File: src/rtl/div_pkg.sv
// div_pkg: shared types and constants for the sequential restoring divider
// Contents:
//   state_e   - controller states (IDLE, RUN, FINISH)
//   BLOCK     - ripple block width of the carry-skip subtractor
//   DEF_WIDTH - default operand width
//   cnt_width - iteration counter width for a given operand width
package div_pkg;

    typedef enum logic [1:0] {
        IDLE   = 2'd0,
        RUN    = 2'd1,
        FINISH = 2'd2
    } state_e;

    localparam int BLOCK     = 4;
    localparam int DEF_WIDTH = 8;

    function automatic int cnt_width(input int w);
        return (w > 1) ? $clog2(w) : 1;
    endfunction

endpackage

File: src/rtl/seq_divider8_csk_sub.sv
// csk_sub: N-bit carry-skip subtractor computing a + ~b + 1
// Ports:
//   a    in  N  minuend
//   b    in  N  subtrahend
//   s    out N  difference a - b (mod 2^N)
//   cout out 1  carry out; 1 means no borrow (a >= b)
module csk_sub
    import div_pkg::*;
#(
    parameter int N = 9
) (
    input  logic [N-1:0] a,
    input  logic [N-1:0] b,
    output logic [N-1:0] s,
    output logic         cout
);

    localparam int NB = (N + BLOCK - 1) / BLOCK;
    localparam int NP = NB * BLOCK;

    // Pad bits use a=0, ~b=1: propagate set, generate clear, so they pass the
    // carry through unchanged and never break a block's skip condition. This
    // turns the short final block into a full-width one without changing cout.
    logic [NP-1:0] ap;
    logic [NP-1:0] bp;
    logic [NP-1:0] p;
    logic [NP-1:0] g;
    logic [NP-1:0] s_p;
    logic          c;
    logic          blk_c;
    logic          all_p;
    logic          unused_pad;

    assign ap = {{(NP - N){1'b0}}, a};
    assign bp = {{(NP - N){1'b1}}, ~b};
    assign p  = ap ^ bp;
    assign g  = ap & bp;

    always_comb begin
        c     = 1'b1;
        blk_c = 1'b1;
        all_p = 1'b1;
        s_p   = '0;
        for (int k = 0; k < NB; k++) begin
            blk_c = c;
            all_p = &p[k*BLOCK +: BLOCK];
            for (int i = 0; i < BLOCK; i++) begin
                s_p[k*BLOCK + i] = p[k*BLOCK + i] ^ blk_c;
                blk_c = g[k*BLOCK + i] | (p[k*BLOCK + i] & blk_c);
            end
            // When every bit propagates, the block carry-out equals its
            // carry-in, so the incoming carry bypasses the ripple chain.
            c = all_p ? c : blk_c;
        end
    end

    assign s          = s_p[N-1:0];
    assign cout       = c;
    assign unused_pad = ^s_p[NP-1:N];

endmodule

File: src/rtl/seq_divider8.sv
// seq_divider8: multi-cycle unsigned restoring divider, one quotient bit per clock
// Ports:
//   clk         in  1      clock, rising edge
//   rst_n       in  1      asynchronous active-low reset
//   start       in  1      request, honoured only when busy=0
//   dividend    in  WIDTH  numerator, captured on accepted start
//   divisor     in  WIDTH  denominator, captured on accepted start
//   busy        out 1      operation in progress
//   done        out 1      one-cycle pulse when results become valid
//   quotient    out WIDTH  result, held until next accepted start
//   remainder   out WIDTH  result, held until next accepted start
//   div_by_zero out 1      divisor was zero; valid with done
module seq_divider8
    import div_pkg::*;
#(
    parameter int WIDTH = DEF_WIDTH
) (
    input  logic             clk,
    input  logic             rst_n,
    input  logic             start,
    input  logic [WIDTH-1:0] dividend,
    input  logic [WIDTH-1:0] divisor,
    output logic             busy,
    output logic             done,
    output logic [WIDTH-1:0] quotient,
    output logic [WIDTH-1:0] remainder,
    output logic             div_by_zero
);

    localparam int CW = cnt_width(WIDTH);
    localparam logic [CW-1:0] LAST = CW'(WIDTH - 1);

    state_e           state_q, state_d;
    logic [CW-1:0]    cnt_q, cnt_d;
    logic [WIDTH-1:0] q_q, q_d;
    logic [WIDTH-1:0] r_q, r_d;
    logic [WIDTH-1:0] d_q, d_d;
    logic [WIDTH-1:0] quotient_q, quotient_d;
    logic [WIDTH-1:0] remainder_q, remainder_d;
    logic             dz_q, dz_d;
    logic             done_q, done_d;

    logic [WIDTH:0]   trial;
    logic [WIDTH:0]   diff;
    logic             no_borrow;
    logic             d_zero;
    logic             unused_msb;

    // Shift the next dividend bit into the partial remainder and try to
    // subtract the divisor from it.
    assign trial  = {r_q, q_q[WIDTH-1]};
    assign d_zero = (d_q == '0);

    csk_sub #(
        .N(WIDTH + 1)
    ) u_sub (
        .a   (trial),
        .b   ({1'b0, d_q}),
        .s   (diff),
        .cout(no_borrow)
    );

    // A successful subtraction always leaves a result below the divisor, so
    // the top bits of the trial and difference never need to be kept.
    assign unused_msb = diff[WIDTH] ^ trial[WIDTH];

    always_comb begin
        state_d     = state_q;
        cnt_d       = cnt_q;
        q_d         = q_q;
        r_d         = r_q;
        d_d         = d_q;
        quotient_d  = quotient_q;
        remainder_d = remainder_q;
        dz_d        = dz_q;
        done_d      = 1'b0;
        case (state_q)
            IDLE: begin
                if (start) begin
                    d_d     = divisor;
                    q_d     = dividend;
                    r_d     = '0;
                    dz_d    = 1'b0;
                    cnt_d   = '0;
                    state_d = (divisor == '0) ? FINISH : RUN;
                end
            end
            RUN: begin
                r_d     = no_borrow ? diff[WIDTH-1:0] : trial[WIDTH-1:0];
                q_d     = {q_q[WIDTH-2:0], no_borrow};
                cnt_d   = cnt_q + 1'b1;
                state_d = (cnt_q == LAST) ? FINISH : RUN;
            end
            FINISH: begin
                // With a zero divisor no iterations ran, so Q still holds
                // the dividend and becomes the remainder.
                quotient_d  = d_zero ? '1 : q_q;
                remainder_d = d_zero ? q_q : r_q;
                dz_d        = d_zero;
                done_d      = 1'b1;
                state_d     = IDLE;
            end
            default: state_d = IDLE;
        endcase
    end

    always_ff @(posedge clk or negedge rst_n) begin
        if (!rst_n) begin
            state_q     <= IDLE;
            cnt_q       <= '0;
            q_q         <= '0;
            r_q         <= '0;
            d_q         <= '0;
            quotient_q  <= '0;
            remainder_q <= '0;
            dz_q        <= 1'b0;
            done_q      <= 1'b0;
        end else begin
            state_q     <= state_d;
            cnt_q       <= cnt_d;
            q_q         <= q_d;
            r_q         <= r_d;
            d_q         <= d_d;
            quotient_q  <= quotient_d;
            remainder_q <= remainder_d;
            dz_q        <= dz_d;
            done_q      <= done_d;
        end
    end

    assign busy        = (state_q != IDLE);
    assign done        = done_q;
    assign quotient    = quotient_q;
    assign remainder   = remainder_q;
    assign div_by_zero = dz_q;

endmodule
File: config.mk
export PLATFORM = sky130hd
export DESIGN_NAME = seq_divider8
export DESIGN_NICKNAME = d
export VERILOG_FILES = /design/src/rtl/div_pkg.sv /design/src/rtl/seq_divider8_csk_sub.sv /design/src/rtl/seq_divider8.sv
export SDC_FILE = /design/constraint.sdc
export NUM_CORES = 1
export LEC_CHECK = 0
export ABC_AREA = 1
export BUFFER_PORTS_ARGS = -buffer_cell sky130_fd_sc_hd__buf_2
export CAP_MARGIN = 15
export CELL_PAD_IN_SITES_DETAIL_PLACEMENT = 1
export CELL_PAD_IN_SITES_GLOBAL_PLACEMENT = 2
export CORE_MARGIN = 2
export CORE_UTILIZATION = 35
export CTS_BUF_LIST = sky130_fd_sc_hd__clkbuf_16
export DETAILED_ROUTE_END_ITERATION = 6
export PLACE_DENSITY = 0.9
export SETUP_SLACK_MARGIN = 0.4
export SYNTH_ARGS = -nofsm -noshare
export SYNTH_HDL_FRONTEND = slang
export SYNTH_HIERARCHICAL = 1
export SYNTH_SLANG_ARGS = --single-unit
File: constraint.sdc
create_clock -name clk -period 6.37 [get_ports clk]
set_clock_uncertainty 0.2 [all_clocks]
set_input_delay 0.637 -clock clk [delete_from_list [all_inputs] [get_ports clk]]
set_output_delay 0.637 -clock clk [all_outputs]
set_load 0.02 [all_outputs]
==> impl_metrics.csv <==
group,metric,value,unit
finish,nets,369,
timing,fin_crit_sh,0.7565,
finish,layout_commonest_cell,"nand2_1",
placed_design,dp.cells,424,
timing,rsz0062_at_grt,"no",
setup_path,worstPathRequired,6.33,ns
die,die-area,8224,sq um
power,p_int,0.8960,mW
grt,grt_max_degree,48,
synth,syn_nets,335,
hold_path,min_path_type,"reg2reg",
drt,viasPerCell,4.713,
setup_path,cp-end-kind,"register",
setup_path,cp_slowest_stage_delay,0.40,ns
setup_path,path_delay_family,"adder cells",
grt,grt-ovfl-total,0,
drt,vias,2036,
timing,hold_ws,0.2745,ns
clocking,ctsRootBufferMaster,"clkbuf_16",
die,fp-row-count,31,
synth,synthCells,298,
hold_path,holdPathStages,2,
power,leakage,1.554,nW
drt,wire_per_inst,13.81,microns
finish,drive_above_1_share,0.2042,
timing,drv_slew,0,
power,p_comb_frac,0.535,
setup_path,critPathMostFrequentCell,"fa_1",
finish,syn2layout_area_growth,13.94,%
setup_path,crit_buf_inv,3,
timing,setup-tns-final,0,ns
setup_path,r2r_start,"d_q[0]$_DFFE_PN0P_",
die,pin_count,38,
power,seq_power_share,0.316,
clocking,cts_resized,0,
setup_path,r2r_end,"r_q[4]$_DFFE_PN0P_",
hold_path,hold_path.startpoint,"remainder[1]$_DFFE_PN0P_",
drt,dr.first_iter.drc_count,111,
clocking,cts_buffer_depth,2,
grt,antenna_found_initial,0,
placed_design,gp_congestion,0.7742,
die,die_y,90.69,microns
timing,fmax,0.2075,GHz
setup_path,cp.arrival,4.78,ns
drt,ant_nets,0,
placed_design,portBuffers,37,
setup_path,rrSetupSlack,1.55,ns
drt,drcViolationCount,0,
power,switching_power,0.7896,mW
clocking,cts_sinks,47,
hold_path,hold_path_end,"remainder[1]$_DFFE_PN0P_",
synth,yosys_warnings,6,
clocking,path_clk_slew,0.06,ns
clocking,cts_made_buffers,5,
power,switching_share,0.4684,
clocking,hold_buffers,0,
status,status,"completed",
finish,finalNonFillerCells,432,
finish,utilization,0.4131,
setup_path,path_depth,17,
clocking,clock_latency,0.28,ns
drt,first_pass_iters,4,
setup_path,r2r_cells,17,
drt,routed_wl,5967,microns
die,core_area,7253,sq um
timing,worst_pin_slew,1.028,ns
timing,finalHoldViolCount,0,
die,start_util,0.3626,
setup_path,path_class,"reg2reg",
setup_path,crit_slowest_cell,"dfrtp_1",
setup_path,worstSetupStartpointType,"register",
clocking,h-tree-depth,2,
setup_path,worstPathCellList,"ha_1 -> fa_1 -> fa_1 -> fa_1 -> o21a_1 -> fa_1 -> fa_1 -> fa_1 -> inv_1 -> fa_1 -> o21bai_1 -> nand2_1 -> fa_1 -> inv_1 -> inv_2 -> o21ai_0 -> o21ai_1",
grt,grt_pass1_wl,10450,microns
timing,finalSetupViolCount,0,
die,fp.dieW,90.69,microns
finish,final_cell_mix,"76 x nand2_1, 47 x dfrtp_1, 46 x inv_1",
power,peakVddDrop,0.1746,mV
synth,postSynthAreaPerCell,8.826,sq um
grt,track_usage,0.1581,
power,cellPowerDensity,562.5,nW/um^2
clocking,cts_tree,"done",
power,p_clk_frac,0.149,
timing,fin_crit,4.819,ns
timing,slew_headroom,0.3143,
flow_run,cap_violations,0,
finish,n_antenna_cell,0,
setup_path,path_max_fanout,17,
timing,fin_ws,1.551,ns
clocking,cts_setup_buffers,0,
grt,grt_pass1_vias,2153,
placed_design,dp_hpwl,4495,microns
synth,synth_area,2630,sq um
placed_design,dpl_worst_slack,1.637,ns
## power by group through the flow
stage	sequential [mW]	clock [mW]	combinational, mW
global placement	0.532	0	0.852
global route	0.557	0.269	1.04
CTS	0.537	0.258	0.914
finish	0.533	0.251	0.902
floorplan	0.572	0	0.658
detailed placement	0.541	0	0.901
## metrics by stage
stage	area, sq um	total power, mW
finish	2997	1.686
global route	2997	1.871
CTS	2997	1.708
detailed placement	2856	1.442
global placement	2856	1.384
floorplan	2630	1.230
## worst max-delay path by stage
stage                        from                 end  slack [ns]
3_3_place_gp   d_q[0]$_DFFE_PN0P_  r_q[1]$_DFFE_PN0P_        1.86
6_report       d_q[0]$_DFFE_PN0P_  r_q[4]$_DFFE_PN0P_        1.55
3_5_place_dp   d_q[0]$_DFFE_PN0P_  r_q[1]$_DFFE_PN0P_        1.64
5_1_grt        d_q[0]$_DFFE_PN0P_  r_q[4]$_DFFE_PN0P_        1.37
4_1_cts        d_q[0]$_DFFE_PN0P_  r_q[4]$_DFFE_PN0P_        1.58
2_1_floorplan  d_q[0]$_DFFE_PN0P_  r_q[1]$_DFFE_PN0P_        1.85
## registers in the layout, indices dropped and copies added (netlist names)
register and count:
d_q 8, q_q 8, state_q 2, cnt_q 3, quotient 8, remainder 8
done 1, div_by_zero 1, r_q 8
## worst min-delay path: cells and delay by family (launching register included)
| kind | cells | cell delay, ns |
|---|---|---|
| and+or+nand+nor | 2 | 0.10 |
| DFF | 1 | 0.34 |
## routing by layer
layer / GRT usage / vias up / wire length, microns
li1: - / 1004 / -
met1: 0.2063 / 986 / 2775
met2: 0.2687 / 39 / 2922
met3: 0.02755 / 7 / 191
met4: 0.04615 / 0 / 78
met5: 0 / - / 0
## cell type report
| type | instances | area [sq um] |
|---|---|---|
| fillers | 909 | 4257 |
| multi-input cells | 191 | 1184 |
| flip-flops and latches | 47 | 1176 |
| inverters | 50 | 187.7 |
| repair buffers | 37 | 185.2 |
| clock buffers | 5 | 125.1 |
| well taps | 99 | 123.9 |
| clock inverters | 3 | 15.01 |
(Power assumes the default switching activity.)
